`src/rtl/param_updown_counter.sv`:
```
// -----------------------------------------------------------------------------
// param_updown_counter
//
// General-purpose up/down counter used as a timer or index generator.
// Supports a programmable step, runtime inclusive bounds [lo,hi], and three
// end-of-range behaviours: wrap, saturate and one-shot. A one-cycle
// terminal-count pulse, a one-shot done level, a sticky overflow flag and a
// bound-configuration error flag are provided.
//
// Parameters:
//   DATA_WIDTH : width of count, load, step and bound values
//   RST_VAL    : dataout value while/after reset
//
// Ports:
//   clk      in   clock, all state updates on posedge
//   rst      in   asynchronous active-low reset
//   en       in   count enable, one step per clock while high
//   ld       in   synchronous load of datain (wins over en)
//   up       in   1 = increment, 0 = decrement
//   mode     in   00 wrap, 01 saturate, 10 one-shot, 11 treated as wrap
//   step     in   unsigned step magnitude
//   lo, hi   in   inclusive lower / upper bound
//   datain   in   load value
//   dataout  out  registered count
//   tc       out  registered one-cycle terminal-count pulse
//   done     out  one-shot finished (level)
//   ovf      out  sticky: any wrap or clamp since last load or reset
//   cfg_err  out  combinational: lo > hi
// -----------------------------------------------------------------------------
module param_updown_counter #(
  parameter int unsigned              DATA_WIDTH = 8,
  parameter logic [DATA_WIDTH-1:0]    RST_VAL    = {DATA_WIDTH{1'b0}}
) (
  input  logic                  clk,
  input  logic                  rst,
  input  logic                  en,
  input  logic                  ld,
  input  logic                  up,
  input  logic [1:0]            mode,
  input  logic [DATA_WIDTH-1:0] step,
  input  logic [DATA_WIDTH-1:0] lo,
  input  logic [DATA_WIDTH-1:0] hi,
  input  logic [DATA_WIDTH-1:0] datain,
  output logic [DATA_WIDTH-1:0] dataout,
  output logic                  tc,
  output logic                  done,
  output logic                  ovf,
  output logic                  cfg_err
);

  typedef enum logic [0:0] {
    ST_RUN  = 1'b0,
    ST_DONE = 1'b1
  } state_e;

  localparam logic [1:0] MODE_WRAP    = 2'b00;
  localparam logic [1:0] MODE_SAT     = 2'b01;
  localparam logic [1:0] MODE_ONESHOT = 2'b10;

  // Clamp a value into [lo_v, hi_v]; only meaningful when lo_v <= hi_v.
  function automatic logic [DATA_WIDTH-1:0] clamp_to_range(
    input logic [DATA_WIDTH-1:0] v,
    input logic [DATA_WIDTH-1:0] lo_v,
    input logic [DATA_WIDTH-1:0] hi_v
  );
    logic [DATA_WIDTH-1:0] r;
    if (v < lo_v) begin
      r = lo_v;
    end else if (v > hi_v) begin
      r = hi_v;
    end else begin
      r = v;
    end
    return r;
  endfunction

  // Registered state
  logic [DATA_WIDTH-1:0] dataout_q;
  logic                  tc_q;
  logic                  done_q;
  logic                  ovf_q;
  state_e                state_q;

  // Combinational helpers
  logic                  cfg_err_s;
  logic                  sat_mode_s;
  logic                  oneshot_s;
  logic                  count_en_s;
  logic [DATA_WIDTH:0]   sum_s;
  logic [DATA_WIDTH:0]   diff_s;
  logic [DATA_WIDTH:0]   next_s;
  logic                  oor_s;
  logic [DATA_WIDTH-1:0] dir_bound_s;
  logic [DATA_WIDTH-1:0] load_val_s;

  // Candidate next-state values for an enabled counting step
  logic [DATA_WIDTH-1:0] cnt_step_d;
  logic                  tc_step_d;

  assign cfg_err_s = (lo > hi);

  // With inverted bounds the load value is kept exactly as given.
  assign load_val_s = cfg_err_s ? datain : clamp_to_range(datain, lo, hi);

  // Counting only happens in RUN, with valid bounds and a non-zero step.
  assign count_en_s = en && !cfg_err_s && (step != {DATA_WIDTH{1'b0}})
                      && (state_q == ST_RUN);

  // Decode the end-of-range behaviour selected by mode.
  always_comb begin
    sat_mode_s = 1'b0;
    oneshot_s  = 1'b0;
    case (mode)
      MODE_SAT: begin
        sat_mode_s = 1'b1;
        oneshot_s  = 1'b0;
      end
      MODE_ONESHOT: begin
        sat_mode_s = 1'b1;
        oneshot_s  = 1'b1;
      end
      MODE_WRAP: begin
        sat_mode_s = 1'b0;
        oneshot_s  = 1'b0;
      end
      default: begin
        sat_mode_s = 1'b0;
        oneshot_s  = 1'b0;
      end
    endcase
  end

  // Compute the result of one counting step, including end-of-range handling.
  always_comb begin
    // One extra bit keeps the carry (up) or the borrow (down).
    sum_s  = {1'b0, dataout_q} + {1'b0, step};
    diff_s = {1'b0, dataout_q} - {1'b0, step};
    if (up) begin
      next_s      = sum_s;
      dir_bound_s = hi;
    end else begin
      next_s      = diff_s;
      dir_bound_s = lo;
    end
    // A borrow sets the top bit, so it lands on the "> hi" side and still
    // counts as out of range. Checking both bounds also catches a count that
    // was left outside freshly changed bounds.
    oor_s = (next_s > {1'b0, hi}) || (next_s < {1'b0, lo});

    cnt_step_d = next_s[DATA_WIDTH-1:0];
    tc_step_d  = 1'b0;
    if (sat_mode_s) begin
      if (oor_s) begin
        cnt_step_d = dir_bound_s;
      end else begin
        cnt_step_d = next_s[DATA_WIDTH-1:0];
      end
      // Pulse only on the transition onto the bound, not while parked there.
      tc_step_d = (cnt_step_d == dir_bound_s) && (dataout_q != dir_bound_s);
    end else begin
      if (oor_s) begin
        cnt_step_d = up ? lo : hi;
      end else begin
        cnt_step_d = next_s[DATA_WIDTH-1:0];
      end
      tc_step_d = oor_s;
    end
  end

  // Counter state, one-shot FSM and registered flags.
  always_ff @(posedge clk or negedge rst) begin
    if (!rst) begin
      dataout_q <= RST_VAL;
      tc_q      <= 1'b0;
      done_q    <= 1'b0;
      ovf_q     <= 1'b0;
      state_q   <= ST_RUN;
    end else if (ld) begin
      dataout_q <= load_val_s;
      tc_q      <= 1'b0;
      done_q    <= 1'b0;
      ovf_q     <= 1'b0;
      state_q   <= ST_RUN;
    end else begin
      case (state_q)
        ST_RUN: begin
          if (count_en_s) begin
            dataout_q <= cnt_step_d;
            tc_q      <= tc_step_d;
            ovf_q     <= ovf_q | oor_s;
            if (oneshot_s && tc_step_d) begin
              done_q  <= 1'b1;
              state_q <= ST_DONE;
            end else begin
              done_q  <= done_q;
              state_q <= ST_RUN;
            end
          end else begin
            tc_q <= 1'b0;
          end
        end
        ST_DONE: begin
          // Parked until a load or reset; en has no effect here.
          tc_q <= 1'b0;
        end
        default: begin
          tc_q    <= 1'b0;
          done_q  <= 1'b0;
          state_q <= ST_RUN;
        end
      endcase
    end
  end

  assign dataout = dataout_q;
  assign tc      = tc_q;
  assign done    = done_q;
  assign ovf     = ovf_q;
  assign cfg_err = cfg_err_s;

endmodule

```
`config.mk`:
```
export PLATFORM = sky130hd
export DESIGN_NAME = param_updown_counter
export DESIGN_NICKNAME = d
export VERILOG_FILES = /design/src/rtl/param_updown_counter.sv
export SDC_FILE = /design/constraint.sdc
export NUM_CORES = 1
export LEC_CHECK = 0
export CORE_UTILIZATION = 58
export CTS_CLUSTER_SIZE = 40
export DETAILED_ROUTE_END_ITERATION = 8
export PLACE_DENSITY = 0.87
export SLEW_MARGIN = 20
export SYNTH_ARGS = -nofsm -noshare
export SYNTH_HDL_FRONTEND = slang
export SYNTH_SLANG_ARGS = --single-unit
```
`constraint.sdc`:
```
create_clock -name clk -period 7.53 [get_ports clk]
set_input_delay 1.8825 -clock clk [delete_from_list [all_inputs] [get_ports clk]]
set_output_delay 1.8825 -clock clk [all_outputs]
set_load 0.01 [all_outputs]
```
==> reports/results.tsv, run 1 <==
stage	metric	value	unit
status	status	completed	
layout	fillcell total	345	
layout	Antenna diodes	0	
clock_network	CTS buffer count	3	
global_routing	first-pass GRT wire length	13500	um
min_path	Worst Hold Class	reg -> reg	
timing	Slew Limit Fails	0	
global_routing	met3 usage	4.76	%
logic_synthesis	number of synthesized flops with an enable pin	0	
global_routing	GRT Overall Usage	34.4	%
place	IO buf count	50	
worst_setup_path	Worst EP required	7.65	ns
worst_setup_path	max incr delay on CP	0.78	ns
place	placed cells	421	
worst_setup_path	CP arrival	6.47	ns
drt	Routed WL per cell	19.5	um
worst_setup_path	CP startpoint kind	input pin	
power_and_ir_drop	P per Cell Area	229	nW/um^2
layout	area occupied by multi-input gates	2220	sq um
clock_network	CTS Sinks	12	
clock_network	clock root cell	clkbuf_8	
power_and_ir_drop	Max VDD drop	0.206	mV
clock_network	H-tree Lvls	1	
logic_synthesis	Area contributors post-synth	ha_1 22%, dfrtp_1 11%, xor2_1 5.5%	
layout	Reg area	300	sq um
clock_network	Post-CTS Resized	0	
timing	Max Clock Freq	157	MHz
floorplanning	DIE AREA	4940	sq um
worst_setup_path	Crit path max-delay family	compound AO/OA/AOI/OAI gates	
floorplanning	Core ar.	4410	sq um
worst_setup_path	CP Max Fanout	11	
worst_setup_path	Slowest-stage cell, CP	clkdlybuf4s50_1	
drt	Vias/cell	6.67	
layout	P&R area growth vs syn	20.8	%
drt	Pre-antenna DRT Iters	5	
drt	Remaining DRCs	0	
flow_run	MaxCap Viol Count	0	
place	Final GP Congestion	0.989	
layout	layout net count	462	
clock_network	Longest Clk Path Bufs	2	
layout	most common cell after layout, fill and taps aside	clkdlybuf4s50_1	
place	pre-CTS setup slack	1.07	ns
logic_synthesis	Synth Net Count	419	
layout	final core utilization	74.0	%
logic_synthesis	Yosys reg bits	12	
timing	final worst-path cycle share	84.4	%
timing	Worst Max-Slew Pin Slew	0.752	ns
global_routing	initial antenna violation count	0	
global_routing	largest net degree at the start of global routing	21	
layout	layout cells sized above 1	6.43	%
global_routing	grt met1 use	48.6	%
layout	most frequent cells in the layout	50 x clkdlybuf4s50_1, 48 x ha_1, 29 x inv_1, 29 x a21oi_1, 21 x nand2_1	
timing	Setup violations, final	0	
logic_synthesis	fraction of registers with async set or reset after synthesis	100	%
place	final HPWL from detailed placement	6740	um
logic_synthesis	Post-Synthesis Cells	331	
clock_network	Clk Latency, worst-skew pair	0.24	ns
layout	Post-Layout Cell Count	425	
worst_setup_path	CP Capture Type	flip-flop	
floorplanning	Die Ht	70.3	um
clock_network	clk slew on worst S/H paths	0.05	ns
timing	Setup WS post-layout	1.18	ns
floorplanning	num rows	24	
floorplanning	Die W	70.3	um
timing	final hold vios	0	
logic_synthesis	Post-Syn Area	2700	sq um
drt	Detail Route Antenna Nets	0	
drt	Via Count	2836	
clock_network	Post-CTS Setup Bufs	0	
worst_setup_path	Setup CP Type	in -> reg	
logic_synthesis	syn_area_per_cell	8.16	sq um
timing	clock skew	0.00557	ns
timing	unrepaired setup endpoints after global routing	no	
logic_synthesis	Main synth FF type	dfrtp_1	
floorplanning	Starting Density	61.2	%
clock_network	cts-stage hold buffer count	0	
timing	Tmin final	6.35	ns
floorplanning	# IOs	51	
logic_synthesis	Yosys cell types	56	
logic_synthesis	share of Yosys cell area claimed by the top area cell type	22.2	%
worst_setup_path	Bufs and invs on worst path	2	
drt	Initial DRC Count	267	
global_routing	vias in the first global route	2730	
global_routing	Top Usage Layer GRT	met2	
drt	drt total wl	8300	um
worst_setup_path	CP cell instances	clkdlybuf4s50_1 > mux2_2 > inv_1 > fa_1 > and2b_2 > o2111a_1 > a211oi_2 > xnor2_1 > ha_1 > nand4_1 > a21oi_1 > nor4_1 > o32a_1 > and2_1 > a31oi_1 > a32oi_1	
global_routing	met2 Usage GRT	53.2	%
clock_network	CTS tree	done	
timing	Worst slew margin	49.7	%
logic_synthesis	register area share after synthesis	11.1	%
global_routing	total congestion overflow	0	
logic_synthesis	leading area contributor after synthesis	ha_1	
power_and_ir_drop	P_leak	1.48	nW
logic_synthesis	Yosys warnings	0	
timing	setup TNS	0	ns
cells in the mapped netlist, types with 2 or more instances:
cell type,n
a31oi_1,8
a2111oi_0,3
nor2b_1,4
a221o_2,2
nand2b_1,3
nand4_1,5
nand2_1,21
nor3_1,5
clkbuf_2,2
a32oi_1,8
buf_6,3
inv_1,29
o211ai_1,4
nor4_1,5
o21ai_0,10
ha_1,48
o21bai_1,2
o21a_1,3
xnor2_1,10
o211ai_2,2
a21oi_1,29
a21o_1,14
xnor3_1,2
a221oi_2,2
and3_1,2
and2_1,3
dfrtp_1,12
a211oi_1,2
o2111ai_1,3
o22ai_1,2
buf_2,2
xor2_1,17
nand3_1,15
nor2_1,13
nor4_2,2
mux2i_1,7
clkbuf_1,7
or2_2,2
worst min-delay path, cell delays in order (launching register included):
cell and delay [ns]:
dfrtp_1 0.31, inv_1 0.05, a21oi_1 0.12
final timing paths:
| path | startpoint | endpoint | slack, ns | depth (start not counted) |
|---|---|---|---|---|
| max reg2reg | dataout[0] | dataout[4] | 3.28 | 15 |
| min in group asynchronous | rst | dataout[3] | 1.99 | 1 |
| max | up | dataout[4] | 1.18 | 16 |
| min | state_q | state_q | 0.53 | 2 |
| min reg2reg | state_q | state_q | 0.53 | 2 |
| max in group asynchronous | rst | tc | 5.20 | 1 |
cells by family after synthesis:
family / synth area share (%)
xor gates and xnor gates: 11.9
adders and majority gates: 23.0
DFF: 11.1
buffers and inverters: 6.99
muxes: 3.52
and+or+nand+nor: 16.1
AOI/OAI and AO/OA: 27.5
final cells by class:
type / instances / area share (%)
multi-input cells: 276 / 68.0
clock buffers: 4 / 1.69
repair buffers: 52 / 15.8
well taps: 52 / 1.99
flip-flops and latches: 12 / 9.20
inverters: 29 / 3.33
layer usage:
layer  wire length, um  up-vias
met5                 0        -
met4               261        0
met3               816       30
met2              3680      161
met1              3540     1321
li1                  -     1324
flip-flops by register name, summed over array words and instances (netlist names):
| register | flops |
|---|---|
| dataout | 8 |
| done | 1 |
| ovf | 1 |
| state_q | 1 |
| tc | 1 |
stage by stage:
stage | area, sq um | total power [mW] | hold WS (ns)
2_1_floorplan | 2700 | 0.503 | 0.481
3_3_place_gp | 3200 | 0.651 | 0.502
3_5_place_dp | 3200 | 0.661 | 0.518
4_1_cts | 3260 | 0.734 | 0.526
5_1_grt | 3270 | 0.803 | 0.557
6_report | 3270 | 0.748 | 0.527
where the power goes:
group	switching [mW]	total [mW]	leakage (nW)	internal, mW
combinational	0.322	0.581	1.31	0.259
sequential	0.0209	0.0987	0.146	0.0778
clock	0.0222	0.0683	0.0288	0.0460
total	0.365	0.748	1.48	0.383
No activity file was read; power rests on OpenSTA's default activity.
==> inputs of run 2 (changes only) <==
--- a/config.mk
+++ b/config.mk
@@ -5,10 +5,10 @@
 export SDC_FILE = /design/constraint.sdc
 export NUM_CORES = 1
 export LEC_CHECK = 0
-export CORE_UTILIZATION = 58
+export CORE_UTILIZATION = 49
 export CTS_CLUSTER_SIZE = 40
 export DETAILED_ROUTE_END_ITERATION = 8
-export PLACE_DENSITY = 0.87
+export PLACE_DENSITY = 0.78
 export SLEW_MARGIN = 20
 export SYNTH_ARGS = -nofsm -noshare
 export SYNTH_HDL_FRONTEND = slang
==> constraint.sdc (replaced) <==
create_clock -name clk -period 5.3 [get_ports clk]
set_input_delay 1.325 -clock clk [delete_from_list [all_inputs] [get_ports clk]]
set_output_delay 1.325 -clock clk [all_outputs]
set_load 0.01 [all_outputs]
==> reports/results.tsv, run 2 (synthesis results as in run 1) <==
stage	metric	value	unit	change
status	status	completed		
worst_setup_path	Slowest-stage cell, CP	clkdlybuf4s50_1		
clock_network	CTS Sinks	12		unchanged
timing	Worst slew margin	48.6	%	-1.1 points
place	Placement Cell Area	3450	sq um	+7.7%
layout	layout net count	495		+7.1%
power_and_ir_drop	P per Cell Area	350	nW/um^2	+53%
clock_network	Clk Latency, worst-skew pair	0.24	ns	about the same
drt	Routed WL per cell	18.6	um	-5.0%
layout	fin area	3560	sq um	+9.1%
clock_network	clock root cell	clkbuf_8		
worst_setup_path	reg-to-reg critical path startpoint	dataout[0]		
worst_setup_path	Setup CP Type	in -> reg		
clock_network	CTS buffer count	3		unchanged
layout	most frequent cells in the layout	50 x clkdlybuf4s50_1, 48 x ha_1, 35 x buf_4		
drt	Remaining DRCs	0		unchanged
worst_setup_path	CP startpoint kind	input pin		
power_and_ir_drop	Sw Ratio	45.9	%	-3.0 points
clock_network	H-tree Lvls	1		unchanged
timing	final hold vios	0		unchanged
worst_setup_path	CP Max Fanout	8		-3
timing	Max Clock Freq	194	MHz	
floorplanning	# IOs	51		unchanged
place	IO buf count	50		unchanged
worst_setup_path	Worst EP required	5.38	ns	-2.27 ns
worst_setup_path	CP cell instances	clkdlybuf4s50_1 > inv_1 > ha_1 > mux2_2 > inv_1 > fa_1 > and2b_2 > o2111a_1 > a211oi_2 > xnor2_2 > ha_1 > a21oi_1 > nor2b_1 > o32a_4 > buf_4 > a221o_2 > o211ai_1 > a32oi_1		
worst_setup_path	Worst Setup SP	step[1]		
timing	Setup violations, final	0		unchanged
power_and_ir_drop	Logic pwr share	80.8	%	+3.1 points
timing	Setup WS post-layout	0.137	ns	-1.04 ns
layout	P&R area growth vs syn	31.9	%	
flow_run	MaxCap Viol Count	0		unchanged
place	final HPWL from detailed placement	7220	um	+7.1%
power_and_ir_drop	Max VDD drop	0.226	mV	+9.7%
min_path	Hold Path Origin	ovf		
power_and_ir_drop	clock network power share	8.0	%	-1.1 points
power_and_ir_drop	switching power	0.573	mW	+57%
global_routing	first-pass GRT wire length	14200	um	+5.6%
clock_network	Longest Clk Path Bufs	2		unchanged
power_and_ir_drop	Sequential Power Share	11.1	%	-2.1 points
worst_setup_path	CP arrival	5.24	ns	-1.23 ns
layout	layout cells sized above 1	15.3	%	+8.8 points
floorplanning	Core ar.	5200	sq um	+18%
drt	Initial DRC Count	290		+8.6%
floorplanning	Die Ht	76.3	um	+8.5%
drt	Pre-antenna DRT Iters	5		unchanged
worst_setup_path	Crit path max-delay family	compound AO/OA/AOI/OAI gates		
timing	clock skew	0.00400	ns	-0.00157 ns
drt	Vias/cell	6.17		-7.5%
floorplanning	Starting Density	51.9	%	-9.3 points
power_and_ir_drop	Int Power	0.676	mW	+77%
global_routing	initial antenna violation count	0		unchanged
timing	WHS	0.511	ns	-0.0165 ns
clock_network	cts-stage hold buffer count	0		unchanged
place	Final GP Congestion	0.995		+0.62%
place	placed cells	469		+11%
global_routing	vias in the first global route	2827		+3.6%
global_routing	GRT Overall Usage	30.6	%	-3.8 points
place	pre-CTS setup slack	-0.358	ns	-1.43 ns
timing	Slew Limit Fails	0		unchanged
worst_setup_path	max incr delay on CP	0.49	ns	-0.29 ns
power_and_ir_drop	P_leak	1.65	nW	+12%
min_path	Worst Hold Class	reg -> reg		
drt	Via Count	2939		+3.6%
layout	max reg flops	8		unchanged
global_routing	largest net degree at the start of global routing	21		unchanged
timing	Worst Max-Slew Pin Slew	0.769	ns	+0.0166 ns
floorplanning	DIE AREA	5820	sq um	+18%
clock_network	clk slew on worst S/H paths	0.05	ns	about the same
floorplanning	Die W	76.3	um	+8.5%
clock_network	CTS tree	done		
drt	Detail Route Antenna Nets	0		unchanged
layout	Antenna diodes	0		unchanged
timing	final worst-path cycle share	97.4	%	
drt	drt total wl	8830	um	+6.4%
timing	Tmin final	5.16	ns	
worst_setup_path	CP Capture Type	flip-flop		
global_routing	total congestion overflow	0		unchanged
worst_setup_path	Bufs and invs on worst path	4		+2
layout	most common cell after layout, fill and taps aside	clkdlybuf4s50_1		
layout	Post-Layout Cell Count	476		+12%
floorplanning	num rows	26		+8.3%
layout	final core utilization	68.5	%	-5.5 points
-- run 2: layer usage --
layer	track usage, %	wire length [um]	vias up
met1	43.3	3930	1358
met2	48.7	4000	161
met3	3.71	687	27
li1	-	-	1393
met5	0	0	-
met4	8.65	211	0
-- run 2: worst min-delay path, cell delays in order, from the launching register on --
cell	delay [ns]
dfrtp_1	0.34
a21oi_1	0.04
nor2_1	0.08
-- run 2: power groups by stage --
stage          logic, mW  registers, mW  clock network, mW
6_report            1.01          0.139              0.100
5_1_grt             1.08          0.141              0.107
4_1_cts            0.928          0.137              0.102
3_5_place_dp       0.919          0.138                  0
3_3_place_gp       0.910          0.138                  0
2_1_floorplan      0.577          0.138                  0
-- run 2: final cells by class --
cell class                 instances  area [sq um]
clock buffer                       4          55.1
fill                             469          1640
inverter                          29           109
multi-input combinational        276          2250
sequential                        12           300
tap                               70          87.6
timing repair buffer              85           763
-- run 2: per-stage QoR --
stage	TNS, ns	power [mW]
floorplan	0	0.715
global placement	-2.83	1.05
detailed placement	-3.34	1.06
CTS	0	1.17
global route	-0.00162	1.33
finish	0	1.25
-- run 2: timing repair --
item                                    CTS  global route
pin swaps                                 0             6
resized for setup                         1             6
endpoints found under the setup margin   10            12
setup buffers                             0             3
-- run 2: worst paths after layout --
check                      cells past startpoint          to  slack (ns)
setup / recovery                              18  dataout[5]        0.14
hold / removal                                 2         ovf        0.51
setup reg to reg                              15  dataout[5]        1.59
hold reg to reg                                2         ovf        0.51
max in group asynchronous                      1          tc        3.49
min in group asynchronous                      1  dataout[4]        1.44
==> inputs of run 3 (changes only) <==
--- a/config.mk
+++ b/config.mk
@@ -5,10 +5,10 @@
 export SDC_FILE = /design/constraint.sdc
 export NUM_CORES = 1
 export LEC_CHECK = 0
-export CORE_UTILIZATION = 49
+export CORE_UTILIZATION = 48
 export CTS_CLUSTER_SIZE = 40
 export DETAILED_ROUTE_END_ITERATION = 8
-export PLACE_DENSITY = 0.78
+export PLACE_DENSITY = 0.76
 export SLEW_MARGIN = 20
 export SYNTH_ARGS = -nofsm -noshare
 export SYNTH_HDL_FRONTEND = slang
==> reports/results.tsv, run 3 (synthesis results as in run 1) <==
stage	metric	value	unit	change
timing	setup TNS	0	ns	unchanged
clock_network	H-tree Lvls	1		unchanged
floorplanning	num rows	26		unchanged
drt	Pre-antenna DRT Iters	5		unchanged
worst_setup_path	CP Max Fanout	5		-3
timing	final worst-path cycle share	97.1	%	-0.28 points
drt	Vias/cell	6.05		-2.0%
global_routing	largest net degree at the start of global routing	21		unchanged
worst_setup_path	flop2flop setup slack	1.62	ns	+0.03 ns
timing	Tmin final	5.15	ns	-0.0150 ns
worst_setup_path	Worst EP required	5.44	ns	+0.06 ns
timing	Worst slew margin	40.4	%	-8.2 points
timing	Max Clock Freq	194	MHz	+0.29%
clock_network	Clk Latency, worst-skew pair	0.25	ns	about the same
worst_setup_path	r2r endpoint	dataout[4]		
floorplanning	Die W	77.0	um	+1.0%
worst_setup_path	end point of the critical path	dataout[4]		
min_path	hold depth	2		unchanged
timing	Worst Max-Slew Pin Slew	0.890	ns	+0.122 ns
global_routing	first-pass GRT wire length	14000	um	-1.4%
timing	Setup WS post-layout	0.152	ns	+0.0150 ns
layout	fin area	3570	sq um	+0.18%
global_routing	total congestion overflow	0		unchanged
worst_setup_path	reg-to-reg critical path startpoint	dataout[0]		
floorplanning	Core ar.	5270	sq um	+1.2%
place	IO buf count	50		unchanged
power_and_ir_drop	Max VDD drop	0.164	mV	-27%
layout	P&R area growth vs syn	32.1	%	
floorplanning	Die Ht	77.0	um	+1.0%
status	status	completed		
place	pre-CTS setup slack	-0.130	ns	+0.228 ns
timing	Setup violations, final	0		unchanged
clock_network	Longest Clk Path Bufs	2		unchanged
timing	Slew Limit Fails	0		unchanged
global_routing	initial antenna violation count	0		unchanged
drt	Via Count	2849		-3.1%
place	Placement Cell Area	3430	sq um	-0.65%
layout	most frequent cells in the layout	50 x clkdlybuf4s50_1, 48 x ha_1, 30 x buf_4		
clock_network	clk slew on worst S/H paths	0.06	ns	about the same
clock_network	cts-stage hold buffer count	0		unchanged
worst_setup_path	Worst Setup SP	step[0]		
layout	layout cells sized above 1	15.5	%	+0.19 points
place	Final GP Congestion	0.965		-3.0%
drt	Initial DRC Count	349		+20%
global_routing	vias in the first global route	2798		-1.0%
clock_network	CTS tree	done		
global_routing	GRT Overall Usage	30.2	%	-0.45 points
worst_setup_path	CP arrival	5.29	ns	+0.05 ns
floorplanning	# IOs	51		unchanged
min_path	Worst Hold Class	reg -> reg		
place	final HPWL from detailed placement	7320	um	+1.4%
flow_run	MaxCap Viol Count	0		unchanged
clock_network	CTS Sinks	12		unchanged
layout	Antenna diodes	0		unchanged
power_and_ir_drop	P per Cell Area	346	nW/um^2	-1.3%
timing	WHS	0.502	ns	-0.00844 ns
worst_setup_path	CP Capture Type	flip-flop		
drt	Detail Route Antenna Nets	0		unchanged
timing	final hold vios	0		unchanged
layout	max reg flops	8		unchanged
drt	drt total wl	8750	um	-0.93%
drt	Routed WL per cell	18.6	um	+0.12%
drt	Remaining DRCs	0		unchanged
worst_setup_path	Setup CP Type	in -> reg		
floorplanning	DIE AREA	5930	sq um	+2.0%
clock_network	CTS buffer count	3		unchanged
clock_network	clock root cell	clkbuf_8		
worst_setup_path	CP startpoint kind	input pin		
layout	most common cell after layout, fill and taps aside	clkdlybuf4s50_1		
power_and_ir_drop	P_leak	1.63	nW	-1.2%
worst_setup_path	R2R cell count	14		-1
timing	clock skew	0.00313	ns	-0.000870 ns
floorplanning	Starting Density	51.3	%	-0.64 points
layout	layout net count	490		-1.0%
run 3: changes by cell type in the layout (fill, tap and decap cells not counted), sizes merged:
| cell | delta |
|---|---|
| buf | -5 |
run 3: per-layer routing:
metal	up-vias	share of wire, %	track usage (%)
li1	1386	-	-
met1	1309	45	42.0
met2	134	46	49.4
met3	20	7.2	3.10
met4	0	1.7	7.92
met5	-	0	0
run 3: per-stage QoR:
| stage | cells | power, mW | utilization (%) |
|---|---|---|---|
| 2_1_floorplan | 331 | 0.715 | - |
| 3_3_place_gp | 466 | 1.03 | 65.1 |
| 6_report | 471 | 1.23 | 67.7 |
| 4_1_cts | 470 | 1.15 | 66.1 |
| 3_5_place_dp | 466 | 1.04 | 65.1 |
| 5_1_grt | 471 | 1.33 | 67.7 |
run 3: critical path, cell delays in order:
cell and delay (ns):
clkdlybuf4s50_1 0.48, inv_1 0.06, ha_1 0.28, mux2_2 0.28, inv_2 0.07, fa_2 0.20, and2b_2 0.25, o2111a_1 0.26
a211oi_4 0.23, xnor2_2 0.14, ha_1 0.35, a21oi_2 0.14, nor2b_1 0.07, o32a_1 0.36, buf_4 0.18, a2111oi_4 0.28
a31oi_1 0.08, a32oi_1 0.26
run 3: worst min-delay path by stage:
stage | to | from | slack (ns)
3_3_place_gp | ovf | ovf | 0.49
6_report | ovf | ovf | 0.50
3_5_place_dp | ovf | ovf | 0.50
4_1_cts | ovf | ovf | 0.51
2_1_floorplan | state_q | state_q | 0.48
5_1_grt | ovf | ovf | 0.55
run 3: power breakdown:
part | switching (mW) | leakage (nW) | total (mW) | internal [mW]
combinational | 0.513 | 1.46 | 0.994 | 0.481
clock | 0.0387 | 0.0288 | 0.105 | 0.0658
sequential | 0.0259 | 0.146 | 0.136 | 0.111
run 3: repair_timing:
action                                  in CTS  in global routing
endpoints found under the setup margin       0                 11
setup buffers                                0                  1
resized for setup                            0                 16
run 3: final cells by class:
class / count / area, sq um
fillers: 471 / 1700
flip-flops and latches: 12 / 300
clock buffers: 4 / 55.1
well taps: 70 / 87.6
multi-input cells: 276 / 2290
inverters: 29 / 109
repair buffers: 80 / 726
